**src/rtl/if_id_skid_reg.sv**
```systemverilog
// ---------------------------------------------------------------------------
// if_id_skid_reg
//   IF/ID pipeline register for the MIPS core. It has a two-entry skid buffer
//   (main + skid) and a valid/ready handshake on both sides. in_ready depends
//   only on registered state, so there is no combinational path from ID ready
//   back to IF ready, and fetch can still run at full rate.
//
//   Occupancy is encoded directly by the two valid flags:
//     EMPTY : main_valid=0, skid_valid=0
//     ONE   : main_valid=1, skid_valid=0
//     FULL  : main_valid=1, skid_valid=1
//
// Ports
//   clk, reset        rising-edge clock, synchronous active-high reset
//   flush             kills all held and incoming beats (branch/jump taken)
//   in_valid/in_ready fetch-side handshake; in_ready = !skid_valid, 0 in reset
//   in_instr, in_pc4  fetched instruction and its PC+4
//   out_valid/out_ready ID-side handshake; out_valid = main_valid
//   out_instr, out_pc4  held beat, forced to 0 (NOP) when !out_valid
//   opcode, rs, rt, rd, shamt, funct, imm16  fields decoded from out_instr
//
// Configuration
//   IFID_PERF_CNT_EN  when defined, adds the free-running wrap-around counters
//                     stall_cnt (out_valid & !out_ready cycles) and
//                     flush_cnt (flush cycles while any beat is held).
// ---------------------------------------------------------------------------
module if_id_skid_reg #(
    parameter int unsigned INSTR_W = 32,
    parameter int unsigned PC_W    = 32
) (
    input  logic               clk,
    input  logic               reset,
    input  logic               flush,
    input  logic               in_valid,
    output logic               in_ready,
    input  logic [INSTR_W-1:0] in_instr,
    input  logic [PC_W-1:0]    in_pc4,
    output logic               out_valid,
    input  logic               out_ready,
    output logic [INSTR_W-1:0] out_instr,
    output logic [PC_W-1:0]    out_pc4,
    output logic [5:0]         opcode,
    output logic [4:0]         rs,
    output logic [4:0]         rt,
    output logic [4:0]         rd,
    output logic [4:0]         shamt,
    output logic [5:0]         funct,
    output logic [15:0]        imm16
`ifdef IFID_PERF_CNT_EN
    ,
    output logic [31:0]        stall_cnt,
    output logic [31:0]        flush_cnt
`endif
);

    logic               main_valid;
    logic               skid_valid;
    logic [INSTR_W-1:0] main_instr;
    logic [PC_W-1:0]    main_pc4;
    logic [INSTR_W-1:0] skid_instr;
    logic [PC_W-1:0]    skid_pc4;

    logic accept;
    logic drain;

    assign in_ready  = !skid_valid && !reset;
    assign out_valid = main_valid;
    assign accept    = in_valid && in_ready;
    assign drain     = main_valid && out_ready;

    // Valid flags: reset beats flush, and flush beats any accept/drain.
    always_ff @(posedge clk) begin
        if (reset || flush) begin
            main_valid <= 1'b0;
            skid_valid <= 1'b0;
        end else if (!main_valid) begin
            if (accept) begin
                main_valid <= 1'b1;
            end
        end else if (!skid_valid) begin
            if (accept && !drain) begin
                skid_valid <= 1'b1;
            end else if (drain && !accept) begin
                main_valid <= 1'b0;
            end
        end else if (drain) begin
            skid_valid <= 1'b0;
        end
    end

    // Data registers load only on their own enable, so an undriven in_instr
    // while in_valid=0 never reaches the outputs. Flush needs no data clear
    // because the outputs are masked by out_valid.
    always_ff @(posedge clk) begin
        if (reset) begin
            main_instr <= '0;
            main_pc4   <= '0;
            skid_instr <= '0;
            skid_pc4   <= '0;
        end else if (!flush) begin
            if (skid_valid) begin
                if (drain) begin
                    main_instr <= skid_instr;
                    main_pc4   <= skid_pc4;
                end
            end else if (accept) begin
                if (main_valid && !drain) begin
                    skid_instr <= in_instr;
                    skid_pc4   <= in_pc4;
                end else begin
                    main_instr <= in_instr;
                    main_pc4   <= in_pc4;
                end
            end
        end
    end

    // ID sees a NOP (all zero) whenever no beat is presented.
    always_comb begin
        out_instr = '0;
        out_pc4   = '0;
        if (main_valid) begin
            out_instr = main_instr;
            out_pc4   = main_pc4;
        end
    end

    assign opcode = out_instr[31:26];
    assign rs     = out_instr[25:21];
    assign rt     = out_instr[20:16];
    assign rd     = out_instr[15:11];
    assign shamt  = out_instr[10:6];
    assign funct  = out_instr[5:0];
    assign imm16  = out_instr[15:0];

`ifdef IFID_PERF_CNT_EN
    always_ff @(posedge clk) begin
        if (reset) begin
            stall_cnt <= '0;
            flush_cnt <= '0;
        end else begin
            if (main_valid && !out_ready) begin
                stall_cnt <= stall_cnt + 32'd1;
            end
            if (flush && (main_valid || skid_valid)) begin
                flush_cnt <= flush_cnt + 32'd1;
            end
        end
    end
`endif

endmodule

```
**config.mk**
```make
export PLATFORM = sky130hd
export DESIGN_NAME = if_id_skid_reg
export DESIGN_NICKNAME = d
export VERILOG_FILES = /design/src/rtl/if_id_skid_reg.sv
export SDC_FILE = /design/constraint.sdc
export NUM_CORES = 1
export LEC_CHECK = 0
export ABC_CLOCK_PERIOD_IN_PS = 4030
export BUFFER_PORTS_ARGS = -buffer_cell sky130_fd_sc_hd__buf_2
export CAP_MARGIN = 20
export CORE_ASPECT_RATIO = 0.75
export CORE_MARGIN = 4
export CORE_UTILIZATION = 40
export DETAILED_ROUTE_END_ITERATION = 12
export PLACE_DENSITY = 0.6
export SLEW_MARGIN = 20
export SYNTH_ARGS = -nofsm -noshare
export SYNTH_HDL_FRONTEND = slang
export SYNTH_SLANG_ARGS = --single-unit
```
**constraint.sdc**
```tcl
create_clock -name clk -period 4.03 [get_ports clk]
set_input_delay 0.403 -clock clk [delete_from_list [all_inputs] [get_ports clk]]
set_output_delay 0.403 -clock clk [all_outputs]
set_load 0.005 [all_outputs]
```
* After elaboration in Yosys (flattened, before gate mapping) *
Cells that the tools add are included.

word-level totals
  flip-flop bits (word level) = 130
  output and inout bits = 114

operators by class
  equality and inequality tests = 2
  muxes and demuxes = 18
  bitwise operators = 2
  reductions and logical operators = 14

operator list
  cell                  count
  $mux W32              10
  $mux W1               8
  $reduce_and A4 Y1     2
  $logic_and A1 B1 Y1   6
  $logic_not A1 Y1      4
  $ne A2 B1 Y1 const B  1
  $ne A2 B2 Y1 const B  1
  $not A1 Y1            2
  $reduce_bool A2 Y1    1
  $logic_or A1 B1 Y1    1

* Depth between registers and ports, before layout *
  word-level depth = 9
  gate-level depth with buffers = 6
  depth with buffers taken out = 3

* Worst setup path before layout *
Ideal clock, no wire load.

  kind = in2reg
  start = input port reset
  end = register main_instr[10]
  buffers on the path = 3
  arrival time = 1,707 ps
  path slack = 2,236 ps
  stages on the path = 6
  data required time = 3,943 ps
  cells stage by stage = clkbuf_1 -> or3b_1 -> a211o_1 -> buf_6 -> buf_6 -> a221oi_2

on the way
  cells in the longest elaborated chain, start to end = 5

RTL lines
  what                                 RTL line  text
  from (decl)                          32        input logic reset,
  $logic_not A1 Y1                     66        assign in_ready = !skid_valid && !reset;
  $logic_and A1 B1 Y1                  66
  $logic_and A1 B1 Y1                  68        assign accept = in_valid && in_ready;
  $reduce_bool A2 Y1 (no source line)  --
  $reduce_and A4 Y1 (no source line)   --
  to (signal assigned)                 103       main_instr <= skid_instr;
  to (signal assigned)                 111       main_instr <= in_instr;
  to (decl)                            58        logic [INSTR_W-1:0] main_instr;

Parallel ways exist; a longest one is shown, timed or not.
A chain may end at the register's enable or synchronous reset.

* Worst setup path in the final report *
  start = register main_valid, in the netlist out_valid
  end = output port imm16[15]

on the way
  cells in the longest elaborated chain, start to end = 1

RTL lines
  what                    RTL line  text
  from (decl)             56        logic main_valid;
  from (signal assigned)  74        main_valid <= 1'b0;
  from (signal assigned)  78        main_valid <= 1'b1;
  from (signal assigned)  84        main_valid <= 1'b0;
  $mux W32                122       if (main_valid) begin
  to (decl)               48        output logic [15:0] imm16

No other way between the ends.

==> summary.md <==
| Metric | Value |
|---|---|
| Multiplexer share of the synthesized area | `0` |
| Gate count after technology mapping | `between 800 and 900` |
| Design area | `0.00826 mm²` |
| Type of element launching the critical path | `register` |
| Sequential share of the synthesized area | `0.370` |
| Net count of the mapped netlist | `about 930` |
| Min-delay src | `in_pc4[17]` |
| # IOs | `around 180` |
| Worst IR Drop VDD | `0.223 mV` |
| Core box area | `around 0.017 mm²` |
| Biggest area contributors in the synthesized netlist | `dfxtp_1 37%, a221oi_2 13%, o21ai_0 9.2%` |
| # DRC | `0` |
| Buffers added on ports | `between 150 and 200` |
| Max-capacitance violation count | `0` |
| Total count of hold-check failures in the final report | `0` |
| Synth Area in Compound Gates | `0.274` |
| Clock tree from TritonCTS | `done` |
| Clock net sink count | `between 100 and 150` |
| Final Max Slew Viols | `0` |
| Area share of and/or/nand/nor cells after synthesis | `0.214` |
| Number of antenna violations at the first check in global routing | `0` |
| Detail Route Antenna Nets | `0` |
| Post-cts resize count | `0` |
| Number of global-route vias before repair | `roughly 6,000` |
| Overall die height | `123 µm` |
| # diodes | `0` |
| Maximum clock skew at final layout | `about 0.0094 ns` |
| Initial core utilization | `0.413` |
| 1st-pass router iterations | `5` |
| Detailed-routed wire length on met3 | `962 µm` |
| Wirelength, routed | `19,700 µm` |
| Post-synthesis adder-cell area fraction | `0` |
| Avg Cell Area, Syn | `8.18 µm²` |
| Site Rows | `between 40 and 50` |
| Maximum level of the CTS H-tree | `4` |
| Remaining Overflow, GRT | `0` |
| Final Critical Period | `2.22 ns` |
| Global-route wire length before repair | `around 32,000 µm` |
| Worst setup path category | `register to output port` |
| Number of warning messages in the yosys log | `0` |
| Area share of the leading cell type in the synthesized netlist | `0.370` |
| Final-layout worst hold slack | `approximately 0.25 ns` |
| Post-DR vias/cell | `about 5.2` |
| Leakage power figure | `approximately 0.0033 µW` |
| Share of post-route cells with drive strength above 1 | `0.308` |
| Maximum count of clock buffers along a single path | `2` |
| Number of buffers created by CTS | `17` |
| Critical register-to-register path endpoint | `main_instr[28]` |
| Area overhead of the layout relative to synthesis | `17.5%` |
| Cell area after placement | `about 0.0076 mm²` |
| Detailed-route wire length on metal 1 | `approximately 9600 µm` |
| Critical Path Sink Type | `output port` |
| Post-Synth XOR/XNOR Area | `0` |
| Half-perimeter wire length after detailed placement | `about 11,000 µm` |
| Final count of negative-setup-slack endpoints | `0` |
| Horizontal die dimension | `approximately 160 µm` |
| Clock slew at the register clock pins of the worst setup and hold paths | `around 0.050 ns` |
| Count of nets after finishing | `roughly 1,000` |
| Main combinational cell family by area after synthesis | `compound AO/OA/AOI/OAI gates` |
| Detailed router's first-iteration violation count | `418` |
| Synth Cell Area | `~0.007 mm²` |
| Slew HR | `0.384` |
| Overall track demand over capacity in global routing | `0.196` |
| Fraction of the cycle the final worst path needs | `0.552` |
| Crit path required time | `3.63 ns` |
| Number of cells traversed by the worst register-to-register path | `4` |
| RSZ-0062 raised after global routing | `false` |
| Reg-to-reg startpoint | `skid_valid` |
| Clock tree root driver cell | `clkbuf_16` |
| Highest clock frequency the design can meet | `between 0.4 and 0.5 GHz` |
| Wire length on met2 | `8940 µm` |
| Wire length per cell after detailed routing | `~17 µm` |
| Power Density | `roughly 400 mW/mm²` |
| Outcome | `finished, final reports clean` |
| Hold buffer count at cts | `0` |
| Postcts setup bufs | `0` |
| Slack of the worst reg-to-reg path | `1.89 ns` |
| Crit path DAT | `1.82 ns` |
| Post-route setup TNS | `0 ns` |
| Maximum number of pins on one net before global-route repair | `78` |
| Final GP Congestion | `0.717` |
| Largest fanout on the critical path | `just under 60` |
| Most area-hungry cell type in the Yosys netlist | `dfxtp_1` |
| Number of synthesized register bits | `130` |
| Via total after detailed routing | `roughly 6,100` |
| Insertion delay of the later-clocked pin in the worst-skew pair | `around 0.41 ns` |
| Count of different cell masters after synthesis | `24` |
| Hold Path Cell Cnt | `3` |
| Pin slew with the least headroom to its limit | `approximately 0.92 ns` |
| Path category of the worst min-delay check | `primary input to register` |
| Die Footprint | `approximately 0.020 mm²` |
| Top sig layer | `met4` |
| End point of the worst hold path | `skid_pc4[17]` |
state kept, by name, indices dropped and copies added (netlist names):
name,flops
skid_pc4,32
main_instr,32
main_pc4,32
skid_instr,32
skid_valid,1
out_valid,1
placed cells by master (no fill, tap or decap), types with 2 or more instances in the layout:
cell type    n
nor3_1      64
buf_2      181
clkbuf_1     4
a21oi_1     66
and2_1      64
clkinv_2     2
dfxtp_2      2
bufinv_16    3
clkbuf_8     4
clkbuf_16   17
o21ai_0    129
buf_4       12
dfxtp_1    128
a221oi_2    60
a221oi_1     4
nand3_1     64
inv_1       65
nor2b_1     64
synth_stat cells (all sizes together):
master	instances
a211o	1
a211oi	1
a21oi	66
a221oi	64
and2	64
buf	59
clkbuf	80
dfxtp	130
inv	65
nand2	1
nand2b	1
nand3	64
nand4bb	1
nor2	2
nor2b	65
nor3	64
nor4bb	1
o21ai	129
or2	1
or3b	1
worst max-delay path by stage:
| stage | cells past startpoint | slack [ns] | start | end |
|---|---|---|---|---|
| 6_report | 3 | 1.81 | out_valid | imm16[15] |
| 3_3_place_gp | 4 | 1.45 | reset | main_instr[28] |
| 4_1_cts | 3 | 1.78 | out_valid | imm16[15] |
| 3_5_place_dp | 4 | 1.44 | reset | main_instr[28] |
| 5_1_grt | 3 | 1.68 | out_valid | imm16[15] |
| 2_1_floorplan | 6 | 2.24 | reset | main_instr[10] |
stage by stage:
stage / worst slack (ns) / total power, µW / util / cells
after floorplan: 2.24 / 1600 / - / 860
after global placement: 1.45 / 1700 / 0.449 / 1151
after detailed placement: 1.44 / 1700 / 0.449 / 1151
after CTS: 1.78 / 3270 / 0.483 / 1181
after global routing: 1.68 / 3370 / 0.485 / 1182
final: 1.81 / 3250 / 0.485 / 1182
cell type report:
type / count / area [µm²]
clock buffers: 25 / 495
clock inverters: 5 / 100
fillers: 1748 / 8770
inverters: 65 / 244
multi-input cells: 526 / 3490
flip-flops and latches: 130 / 2610
well taps: 236 / 295
repair buffers: 195 / 1030
cells by family (layout without fill, tap and decap cells):
kind of cell | after synthesis | count (layout)
AOI/OAI and AO/OA | 261 | 261
buffers and inverters | 204 | 290
DFF | 130 | 130
and+or+nand+nor | 265 | 265
where the power goes:
part           switching (µW)  leakage, µW  internal, µW
Sequential               20.1      0.00106          1320
Clock                     543     0.000293          1030
Combinational             204      0.00191           128
Total                     767      0.00326          2480
worst max-delay path, stage by stage (launching register included):
cell and delay [ns]:
dfxtp_2 0.50, buf_4 0.49, and2_1 0.27, buf_2 0.14
routing by layer:
metal / track usage / vias to the layer above
li1: - / 3095
met4: 0.0490 / 0
met3: 0.0416 / 15
met5: 0 / -
met2: 0.317 / 156
met1: 0.270 / 2880
Note: power is estimated with default switching activity, not from simulation.
